### src/rtl/multicycle_ctrl_fsm_if.sv
// ---------------------------------------------------------------------------
// multicycle_ctrl_fsm_if
//
// Connects the multicycle RV32I control unit to the instruction register, the
// memory interface and the datapath. The signal names carry the control
// unit's point of view (_i into the controller, _o out of it).
//
// Signals:
//   op_i, funct3_i, funct7b5_i  instruction fields from the instruction register
//   zero_i                      ALU zero flag
//   mem_ready_i                 memory access completes this cycle
//   pc_write_o, ir_write_o      PC / instruction register enables
//   adr_src_o                   memory address select (0=PC, 1=ALU result)
//   mem_write_o                 memory write strobe
//   result_src_o                00=ALUOut, 01=read data, 10=ALU result
//   alu_src_a_o                 00=PC, 01=oldPC, 10=rs1
//   alu_src_b_o                 00=rs2, 01=imm, 10=const 4
//   imm_src_o                   00=I, 01=S, 10=B, 11=J
//   reg_write_o                 register file write enable
//   alu_control_o               ALU operation (ADD/SUB/AND/OR/SLT)
//   instr_done_o                pulse in the last state of each instruction
//   illegal_o                   sticky illegal-opcode flag
//
// Modports:
//   master  the control unit
//   slave   the datapath / instruction register / memory side
// ---------------------------------------------------------------------------
interface multicycle_ctrl_fsm_if;
    logic [6:0] op_i;
    logic [2:0] funct3_i;
    logic       funct7b5_i;
    logic       zero_i;
    logic       mem_ready_i;

    logic       pc_write_o;
    logic       adr_src_o;
    logic       mem_write_o;
    logic       ir_write_o;
    logic [1:0] result_src_o;
    logic [1:0] alu_src_a_o;
    logic [1:0] alu_src_b_o;
    logic [1:0] imm_src_o;
    logic       reg_write_o;
    logic [2:0] alu_control_o;
    logic       instr_done_o;
    logic       illegal_o;

    modport master (
        input  op_i,
        input  funct3_i,
        input  funct7b5_i,
        input  zero_i,
        input  mem_ready_i,
        output pc_write_o,
        output adr_src_o,
        output mem_write_o,
        output ir_write_o,
        output result_src_o,
        output alu_src_a_o,
        output alu_src_b_o,
        output imm_src_o,
        output reg_write_o,
        output alu_control_o,
        output instr_done_o,
        output illegal_o
    );

    modport slave (
        output op_i,
        output funct3_i,
        output funct7b5_i,
        output zero_i,
        output mem_ready_i,
        input  pc_write_o,
        input  adr_src_o,
        input  mem_write_o,
        input  ir_write_o,
        input  result_src_o,
        input  alu_src_a_o,
        input  alu_src_b_o,
        input  imm_src_o,
        input  reg_write_o,
        input  alu_control_o,
        input  instr_done_o,
        input  illegal_o
    );
endinterface

### src/rtl/multicycle_ctrl_fsm.sv
// ---------------------------------------------------------------------------
// multicycle_ctrl_fsm
//
// Control unit for the multicycle RV32I datapath. Each instruction is walked
// through FETCH, DECODE and the execute / memory / writeback states its
// opcode needs; the state drives the datapath mux selects, write enables and
// the ALU operation.
//
// Ports:
//   clk    core clock, all state on the rising edge
//   rst_n  synchronous active-low reset (state -> FETCH, illegal flag cleared;
//          write enables and instr_done are held low while it is asserted)
//   bus    multicycle_ctrl_fsm_if.master: instruction fields, zero flag and
//          memory ready in; control word, instr_done and illegal flag out
//
// Parameter:
//   RESET_STATE_FETCH  must be 1; FETCH is the only legal reset state.
//
// Optional feature (macro ILLEGAL_TRAP_EN):
//   defined   - an unknown opcode in DECODE parks the FSM in TRAP (left only
//               by reset) and raises the sticky illegal_o from the next cycle
//   undefined - an unknown opcode retires as a NOP from DECODE; illegal_o = 0
// ---------------------------------------------------------------------------
module multicycle_ctrl_fsm #(
    parameter int RESET_STATE_FETCH = 1
) (
    input  logic                 clk,
    input  logic                 rst_n,
    multicycle_ctrl_fsm_if.master bus
);

    typedef enum logic [6:0] {
        OP_LW     = 7'b0000011,
        OP_I_TYPE = 7'b0010011,
        OP_SW     = 7'b0100011,
        OP_R_TYPE = 7'b0110011,
        OP_B_TYPE = 7'b1100011,
        OP_J_TYPE = 7'b1101111
    } inst_t;

    typedef enum logic [2:0] {
        ALU_ADD = 3'b000,
        ALU_SUB = 3'b001,
        ALU_AND = 3'b010,
        ALU_OR  = 3'b011,
        ALU_SLT = 3'b101
    } alu_op_t;

    typedef enum logic [3:0] {
        FETCH    = 4'd0,
        DECODE   = 4'd1,
        MEMADR   = 4'd2,
        MEMREAD  = 4'd3,
        MEMWB    = 4'd4,
        MEMWRITE = 4'd5,
        EXECUTER = 4'd6,
        EXECUTEI = 4'd7,
        ALUWB    = 4'd8,
        JAL      = 4'd9,
        BEQ      = 4'd10
`ifdef ILLEGAL_TRAP_EN
        ,
        TRAP     = 4'd11
`endif
    } state_t;

    // The reset state is fixed; any other selector value is a configuration error.
    generate
        if (RESET_STATE_FETCH != 1) begin : g_bad_reset_sel
            $error("multicycle_ctrl_fsm: RESET_STATE_FETCH must be 1");
        end
    endgenerate

    // funct3 000 is SUB only for register-register ops (op[5]=1) with instr[30]
    // set; the immediate form never subtracts.
    function automatic alu_op_t alu_decode(input logic [2:0] funct3,
                                           input logic       funct7b5,
                                           input logic       op5);
        alu_op_t op;
        case (funct3)
            3'b000:  op = (funct7b5 && op5) ? ALU_SUB : ALU_ADD;
            3'b010:  op = ALU_SLT;
            3'b110:  op = ALU_OR;
            3'b111:  op = ALU_AND;
            default: op = ALU_ADD;
        endcase
        return op;
    endfunction

    state_t     state_q;
    state_t     state_d;

    logic       pc_write_c;
    logic       ir_write_c;
    logic       mem_write_c;
    logic       reg_write_c;
    logic       done_c;
    logic       adr_src_c;
    logic [1:0] result_src_c;
    logic [1:0] alu_src_a_c;
    logic [1:0] alu_src_b_c;
    logic [1:0] imm_src_c;
    alu_op_t    alu_c;

    // ---------------------------------------------------------------------
    // State register
    // ---------------------------------------------------------------------
    always_ff @(posedge clk) begin
        if (!rst_n) begin
            state_q <= FETCH;
        end else begin
            state_q <= state_d;
        end
    end

    // ---------------------------------------------------------------------
    // Next state and control word
    // ---------------------------------------------------------------------
    always_comb begin
        state_d      = state_q;
        pc_write_c   = 1'b0;
        ir_write_c   = 1'b0;
        mem_write_c  = 1'b0;
        reg_write_c  = 1'b0;
        done_c       = 1'b0;
        adr_src_c    = 1'b0;
        result_src_c = 2'b00;
        alu_src_a_c  = 2'b00;
        alu_src_b_c  = 2'b00;
        alu_c        = ALU_ADD;

        case (state_q)
            FETCH: begin
                // PC + 4 goes straight back to the PC through the result mux.
                alu_src_b_c  = 2'b10;
                result_src_c = 2'b10;
                if (bus.mem_ready_i) begin
                    ir_write_c = 1'b1;
                    pc_write_c = 1'b1;
                    state_d    = DECODE;
                end
            end

            DECODE: begin
                // oldPC + imm: the branch target lands in ALUOut for BEQ.
                alu_src_a_c = 2'b01;
                alu_src_b_c = 2'b01;
                case (bus.op_i)
                    OP_LW, OP_SW: state_d = MEMADR;
                    OP_R_TYPE:    state_d = EXECUTER;
                    OP_I_TYPE:    state_d = EXECUTEI;
                    OP_J_TYPE:    state_d = JAL;
                    OP_B_TYPE:    state_d = BEQ;
                    default: begin
`ifdef ILLEGAL_TRAP_EN
                        state_d = TRAP;
`else
                        done_c  = 1'b1;
                        state_d = FETCH;
`endif
                    end
                endcase
            end

            MEMADR: begin
                alu_src_a_c = 2'b10;
                alu_src_b_c = 2'b01;
                state_d     = (bus.op_i == OP_SW) ? MEMWRITE : MEMREAD;
            end

            MEMREAD: begin
                adr_src_c = 1'b1;
                if (bus.mem_ready_i) begin
                    state_d = MEMWB;
                end
            end

            MEMWB: begin
                result_src_c = 2'b01;
                reg_write_c  = 1'b1;
                done_c       = 1'b1;
                state_d      = FETCH;
            end

            MEMWRITE: begin
                // The strobe stays up until memory accepts; done marks that cycle.
                adr_src_c   = 1'b1;
                mem_write_c = 1'b1;
                if (bus.mem_ready_i) begin
                    done_c  = 1'b1;
                    state_d = FETCH;
                end
            end

            EXECUTER: begin
                alu_src_a_c = 2'b10;
                alu_c       = alu_decode(bus.funct3_i, bus.funct7b5_i, bus.op_i[5]);
                state_d     = ALUWB;
            end

            EXECUTEI: begin
                alu_src_a_c = 2'b10;
                alu_src_b_c = 2'b01;
                alu_c       = alu_decode(bus.funct3_i, bus.funct7b5_i, bus.op_i[5]);
                state_d     = ALUWB;
            end

            ALUWB: begin
                reg_write_c = 1'b1;
                done_c      = 1'b1;
                state_d     = FETCH;
            end

            JAL: begin
                // PC takes the jump target held in ALUOut while the ALU forms
                // oldPC + 4 for the link register written in ALUWB.
                alu_src_a_c = 2'b01;
                alu_src_b_c = 2'b10;
                pc_write_c  = 1'b1;
                state_d     = ALUWB;
            end

            BEQ: begin
                // rs1 - rs2 sets zero; the target computed in DECODE sits in ALUOut.
                alu_src_a_c = 2'b10;
                alu_c       = ALU_SUB;
                pc_write_c  = bus.zero_i;
                done_c      = 1'b1;
                state_d     = FETCH;
            end

`ifdef ILLEGAL_TRAP_EN
            TRAP: begin
                state_d = TRAP;
            end
`endif

            default: begin
                state_d = FETCH;
            end
        endcase
    end

    // ---------------------------------------------------------------------
    // Immediate format, decoded straight from the opcode
    // ---------------------------------------------------------------------
    always_comb begin
        case (bus.op_i)
            OP_SW:     imm_src_c = 2'b01;
            OP_B_TYPE: imm_src_c = 2'b10;
            OP_J_TYPE: imm_src_c = 2'b11;
            default:   imm_src_c = 2'b00;
        endcase
    end

    // ---------------------------------------------------------------------
    // Illegal-opcode flag
    // ---------------------------------------------------------------------
`ifdef ILLEGAL_TRAP_EN
    logic illegal_q;

    always_ff @(posedge clk) begin
        if (!rst_n) begin
            illegal_q <= 1'b0;
        end else if (state_q == DECODE && state_d == TRAP) begin
            illegal_q <= 1'b1;
        end
    end

    assign bus.illegal_o = illegal_q;
`else
    assign bus.illegal_o = 1'b0;
`endif

    // Enables are gated by rst_n so a reset landing mid-instruction can never
    // commit a write in the reset cycle itself.
    assign bus.pc_write_o    = pc_write_c  & rst_n;
    assign bus.ir_write_o    = ir_write_c  & rst_n;
    assign bus.mem_write_o   = mem_write_c & rst_n;
    assign bus.reg_write_o   = reg_write_c & rst_n;
    assign bus.instr_done_o  = done_c      & rst_n;
    assign bus.adr_src_o     = adr_src_c;
    assign bus.result_src_o  = result_src_c;
    assign bus.alu_src_a_o   = alu_src_a_c;
    assign bus.alu_src_b_o   = alu_src_b_c;
    assign bus.imm_src_o     = imm_src_c;
    assign bus.alu_control_o = alu_c;

endmodule

### src/flat_wrapper.sv
// flat-port wrapper written by rule: the top's interface ports become plain ports
module multicycle_ctrl_fsm_flat 
#(
    parameter int RESET_STATE_FETCH = 1
)
  (clk, rst_n, bus_op_i, bus_funct3_i, bus_funct7b5_i, bus_zero_i, bus_mem_ready_i, bus_pc_write_o, bus_adr_src_o, bus_mem_write_o, bus_ir_write_o, bus_result_src_o, bus_alu_src_a_o, bus_alu_src_b_o, bus_imm_src_o, bus_reg_write_o, bus_alu_control_o, bus_instr_done_o, bus_illegal_o);
  multicycle_ctrl_fsm_if bus_i ();
  input  logic clk;
  input  logic rst_n;
  input wire logic [$bits(bus_i.op_i)-1:0] bus_op_i;
  input wire logic [$bits(bus_i.funct3_i)-1:0] bus_funct3_i;
  input wire logic [$bits(bus_i.funct7b5_i)-1:0] bus_funct7b5_i;
  input wire logic [$bits(bus_i.zero_i)-1:0] bus_zero_i;
  input wire logic [$bits(bus_i.mem_ready_i)-1:0] bus_mem_ready_i;
  output wire logic [$bits(bus_i.pc_write_o)-1:0] bus_pc_write_o;
  output wire logic [$bits(bus_i.adr_src_o)-1:0] bus_adr_src_o;
  output wire logic [$bits(bus_i.mem_write_o)-1:0] bus_mem_write_o;
  output wire logic [$bits(bus_i.ir_write_o)-1:0] bus_ir_write_o;
  output wire logic [$bits(bus_i.result_src_o)-1:0] bus_result_src_o;
  output wire logic [$bits(bus_i.alu_src_a_o)-1:0] bus_alu_src_a_o;
  output wire logic [$bits(bus_i.alu_src_b_o)-1:0] bus_alu_src_b_o;
  output wire logic [$bits(bus_i.imm_src_o)-1:0] bus_imm_src_o;
  output wire logic [$bits(bus_i.reg_write_o)-1:0] bus_reg_write_o;
  output wire logic [$bits(bus_i.alu_control_o)-1:0] bus_alu_control_o;
  output wire logic [$bits(bus_i.instr_done_o)-1:0] bus_instr_done_o;
  output wire logic [$bits(bus_i.illegal_o)-1:0] bus_illegal_o;
  assign bus_i.op_i = bus_op_i;
  assign bus_i.funct3_i = bus_funct3_i;
  assign bus_i.funct7b5_i = bus_funct7b5_i;
  assign bus_i.zero_i = bus_zero_i;
  assign bus_i.mem_ready_i = bus_mem_ready_i;
  assign bus_pc_write_o = bus_i.pc_write_o;
  assign bus_adr_src_o = bus_i.adr_src_o;
  assign bus_mem_write_o = bus_i.mem_write_o;
  assign bus_ir_write_o = bus_i.ir_write_o;
  assign bus_result_src_o = bus_i.result_src_o;
  assign bus_alu_src_a_o = bus_i.alu_src_a_o;
  assign bus_alu_src_b_o = bus_i.alu_src_b_o;
  assign bus_imm_src_o = bus_i.imm_src_o;
  assign bus_reg_write_o = bus_i.reg_write_o;
  assign bus_alu_control_o = bus_i.alu_control_o;
  assign bus_instr_done_o = bus_i.instr_done_o;
  assign bus_illegal_o = bus_i.illegal_o;
  multicycle_ctrl_fsm #(.RESET_STATE_FETCH(RESET_STATE_FETCH)) u_core (.clk(clk), .rst_n(rst_n), .bus(bus_i));
endmodule
### config.mk
export PLATFORM = sky130hd
export DESIGN_NAME = multicycle_ctrl_fsm_flat
export DESIGN_NICKNAME = d
export VERILOG_FILES = /design/src/rtl/multicycle_ctrl_fsm_if.sv /design/src/rtl/multicycle_ctrl_fsm.sv /design/src/flat_wrapper.sv
export SDC_FILE = /design/constraint.sdc
export NUM_CORES = 1
export LEC_CHECK = 0
export BUFFER_PORTS_ARGS = -buffer_cell sky130_fd_sc_hd__buf_2
export CORE_MARGIN = 2
export CORE_UTILIZATION = 40
export DETAILED_ROUTE_END_ITERATION = 16
export PLACE_DENSITY = 0.73
export REMOVE_ABC_BUFFERS = 1
export SKIP_CTS_REPAIR_TIMING = 1
export SLEW_MARGIN = 20
export SYNTH_ARGS = -nofsm -noshare
export SYNTH_HDL_FRONTEND = slang
export SYNTH_SLANG_ARGS = --single-unit
### constraint.sdc
create_clock -name clk -period 1.5 [get_ports clk]
set_input_delay 0.225 -clock clk [delete_from_list [all_inputs] [get_ports clk]]
set_output_delay 0.225 -clock clk [all_outputs]
set_load 0.02 [all_outputs]
==> results.py <==
metrics = {
    "status": {
        "outcome": "finished, violations left",
        "failed_checks": "setup timing",
    },
    "place": {
        "pre_cts_ws_ns": -0.142,
        "gp_congestion": 0.848,
        "io_buffers": 31,
        "dp_hpwl_um": 1560,
    },
    "synthesis": {
        "ys.warnings.count": 0,
        "synthCells": 93,
        "async_flop_share_pct": 0,
        "syn_avg_cell_area_um2": 6.94,
        "synth_flop_cell": "dfxtp_1",
        "seq_area_frac_synth_pct": 12.4,
        "synth_top_area_share_pct": 12.4,
        "ys_types": 37,
        "synth_area_leaders": "dfxtp_1 (12%), nand2b_1 (7.8%), nand2_1 (5.2%), nor2_1 (5.2%), nor3_1 (4.7%)",
        "synth_edf_count": 0,
        "synth_largest_area_cell": "dfxtp_1",
        "ys_ff_latch": 4,
        "synthTopCellsByCount": "nand2_1 (9), nor2_1 (9), nand2b_1 (8), nor3_1 (6)",
        "syn_area_um2": 646,
    },
    "timing": {
        "hold_violations": 0,
        "period_share_pct": 109,
        "rsz0062_at_grt": "yes",
        "skew_ns": 0.00322,
        "max_freq_mhz": 611,
        "finalWorstSetupSlack_ns": -0.138,
        "slew_viol_final": 0,
        "setup_violations": 6,
        "period_needed_ns": 1.64,
    },
    "worst_setup_path": {
        "reg2regPathDepth": 5,
        "regToRegSetupSlack_ns": 0.15,
        "worstPathRequired_ns": 1.27,
        "worstSetupStartpointType": "flip-flop",
        "crit_path_max_incr_delay_ns": 0.37,
        "cp_top_family": "flip-flops",
        "path_cells": "buf_8 > xnor2_1 > a21oi_2 > nor2_1 > buf_4",
        "r2r_start": "u_core.state_q[2]",
        "cp.depth": 5,
        "path_buf_inv": 2,
        "worst-path-max-fanout": 5,
        "crit_path_end": "bus_alu_src_b_o[0]",
        "crit_type": "reg -> out",
        "slowest_stage": "dfxtp_4",
        "worstReg2RegEnd": "u_core.state_q[2]",
        "critPathArrivalTime_ns": 1.41,
        "cp-startpoint": "u_core.state_q[2]",
        "end_kind": "output pin",
    },
    "power_and_ir_drop": {
        "pwr-share-comb_pct": 50.9,
        "p_per_area_nw_per_um2": 421,
        "ir_worst_vdd_mv": 0.390,
        "leakagePower_nw": 0.497,
        "power.switching_uw": 181,
        "p_int_uw": 309,
        "swShare_pct": 36.9,
        "pwr-share-clk_pct": 25.8,
        "sequentialPowerShare_pct": 23.3,
    },
    "layout": {
        "largest_reg_flops": 4,
        "top_register": "u_core.state_q",
        "syn_to_final_growth_pct": 80.2,
        "fin_nets": 158,
        "final_core_utilization_pct": 77.2,
        "drive_gt1_share_pct": 61.0,
        "top_regs": "u_core.state_q x4",
        "num_antenna_cells": 0,
    },
    "die": {
        "core_um2": 1510,
        "ios": 33,
        "die_y_um": 44.2,
        "die_area_um2": 1950,
        "initial_core_util_pct": 42.9,
        "fp.dieW_um": 44.2,
        "fp-row-count": 14,
    },
    "detailed_routing": {
        "routed.top_layer": "met4",
        "antenna_left": 0,
        "drt-total-wl_um": 2550,
        "wl_met1_um": 992,
        "drt-initial-drc-count": 23,
        "dr.pass1.iters": 4,
        "vias": 950,
        "met2_length_um": 1220,
        "wl_per_cell_um": 16.2,
        "vias_per_cell": 6.05,
        "wl_met3_um": 200,
        "drc": 0,
    },
    "run": {
        "drv_cap": 0,
    },
    "global_routing": {
        "grt_pass1_vias": 766,
        "grt_pass1_wl_um": 3290,
        "gr-total-overflow": 0,
        "grt_max_degree": 12,
        "track_usage_pct": 21.9,
        "antenna_found_initial": 0,
    },
    "clocking": {
        "cts_made_buffers": 3,
        "htree_levels": 1,
        "cts_tree": "built",
        "clockRootBuffer": "clkbuf_4",
        "clk_path_buf_depth": 2,
        "path_clk_slew_ns": 0.04,
        "cts_sinks": 4,
        "insertion_delay_ns": 0.23,
    },
    "worst_hold_path": {
        "hold_path.class": "in -> reg",
    },
}
[worst register-to-register path, delay by kind of cell, from the launching register on]
family	cells	cell delay, ns
buffers and inverters	1	0.15
flip-flops	1	0.39
AO/OA/AOI/OAI	3	0.64
AND/OR/NAND/NOR	1	0.11
[metrics by stage]
| step | hold slack, ns | instance area (µm²) | std cells | setup TNS, ns | power (mW) |
|---|---|---|---|---|---|
| floorplan | 0.356 | 609 | 86 | -1.02 | 0.222 |
| global placement | 0.562 | 897 | 148 | -0.0999 | 0.303 |
| detailed placement | 0.569 | 897 | 148 | -0.142 | 0.307 |
| CTS | 0.325 | 920 | 151 | -1.52 | 0.440 |
| global route | 0.340 | 1160 | 157 | -0.743 | 0.524 |
| finish | 0.345 | 1160 | 157 | -0.337 | 0.490 |
[power by group through the flow]
stage	logic, mW	registers [mW]	clock network [mW]
after floorplan	0.101	0.121	0
after global placement	0.186	0.117	0
after detailed placement	0.189	0.118	0
after CTS	0.190	0.116	0.134
after global routing	0.266	0.115	0.143
final	0.249	0.114	0.127
[how the worst min path moves through the flow]
stage	start	to	slack, ns	depth (start not counted)
after floorplan	rst_n	u_core.state_q[0]	0.36	1
final	rst_n	u_core.state_q[3]	0.35	2
after CTS	rst_n	u_core.state_q[3]	0.32	2
after global placement	rst_n	u_core.state_q[3]	0.56	2
after global routing	rst_n	u_core.state_q[3]	0.34	2
after detailed placement	rst_n	u_core.state_q[3]	0.57	2
[kinds of logic (layout without fill, tap and decap cells)]
| group | Yosys count | count (layout) | share of synthesized area, % |
|---|---|---|---|
| multiplexers | 2 | 2 | 3.10 |
| AND/OR/NAND/NOR | 50 | 50 | 45.0 |
| flip-flops | 4 | 4 | 12.4 |
| AO/OA/AOI/OAI | 23 | 23 | 27.5 |
| XOR/XNOR | 3 | 3 | 4.07 |
| buffers and inverters | 10 | 58 | 7.36 |
| other | 1 | 1 | 0.581 |
[metal layers]
layer	vias up	global-route usage (%)
met1	434	27.8
li1	441	-
met4	0	11.5
met2	61	35.9
met5	-	0
met3	14	2.86
[final cells by class]
type                       instances  area (µm²)
clock buffer                       3        22.5
inverter                           3        13.8
sequential                         4        95.1
timing repair buffer              52         382
tap                               16        20.0
multi-input combinational         79         631
fill                             100         343
[placed cells by master, fill, tap and decap left out, drive strengths merged, types with 2 or more instances in the layout]
cell | synthesis | routed
buf | 6 | 51
nand2b | 9 | 9
nand2 | 9 | 9
nor2 | 9 | 9
nor3 | 7 | 7
a21oi | 5 | 5
dfxtp | 4 | 4
clkbuf | 1 | 4
nor4 | 4 | 4
xnor2 | 3 | 3
nand3 | 3 | 3
o21ai | 3 | 3
inv | 3 | 3
nor2b | 3 | 3
nand4b | 2 | 2
a31oi | 2 | 2
o21a | 2 | 2
o311a | 2 | 2
mux2i | 2 | 2
Power figures use the tool's default switching activity.
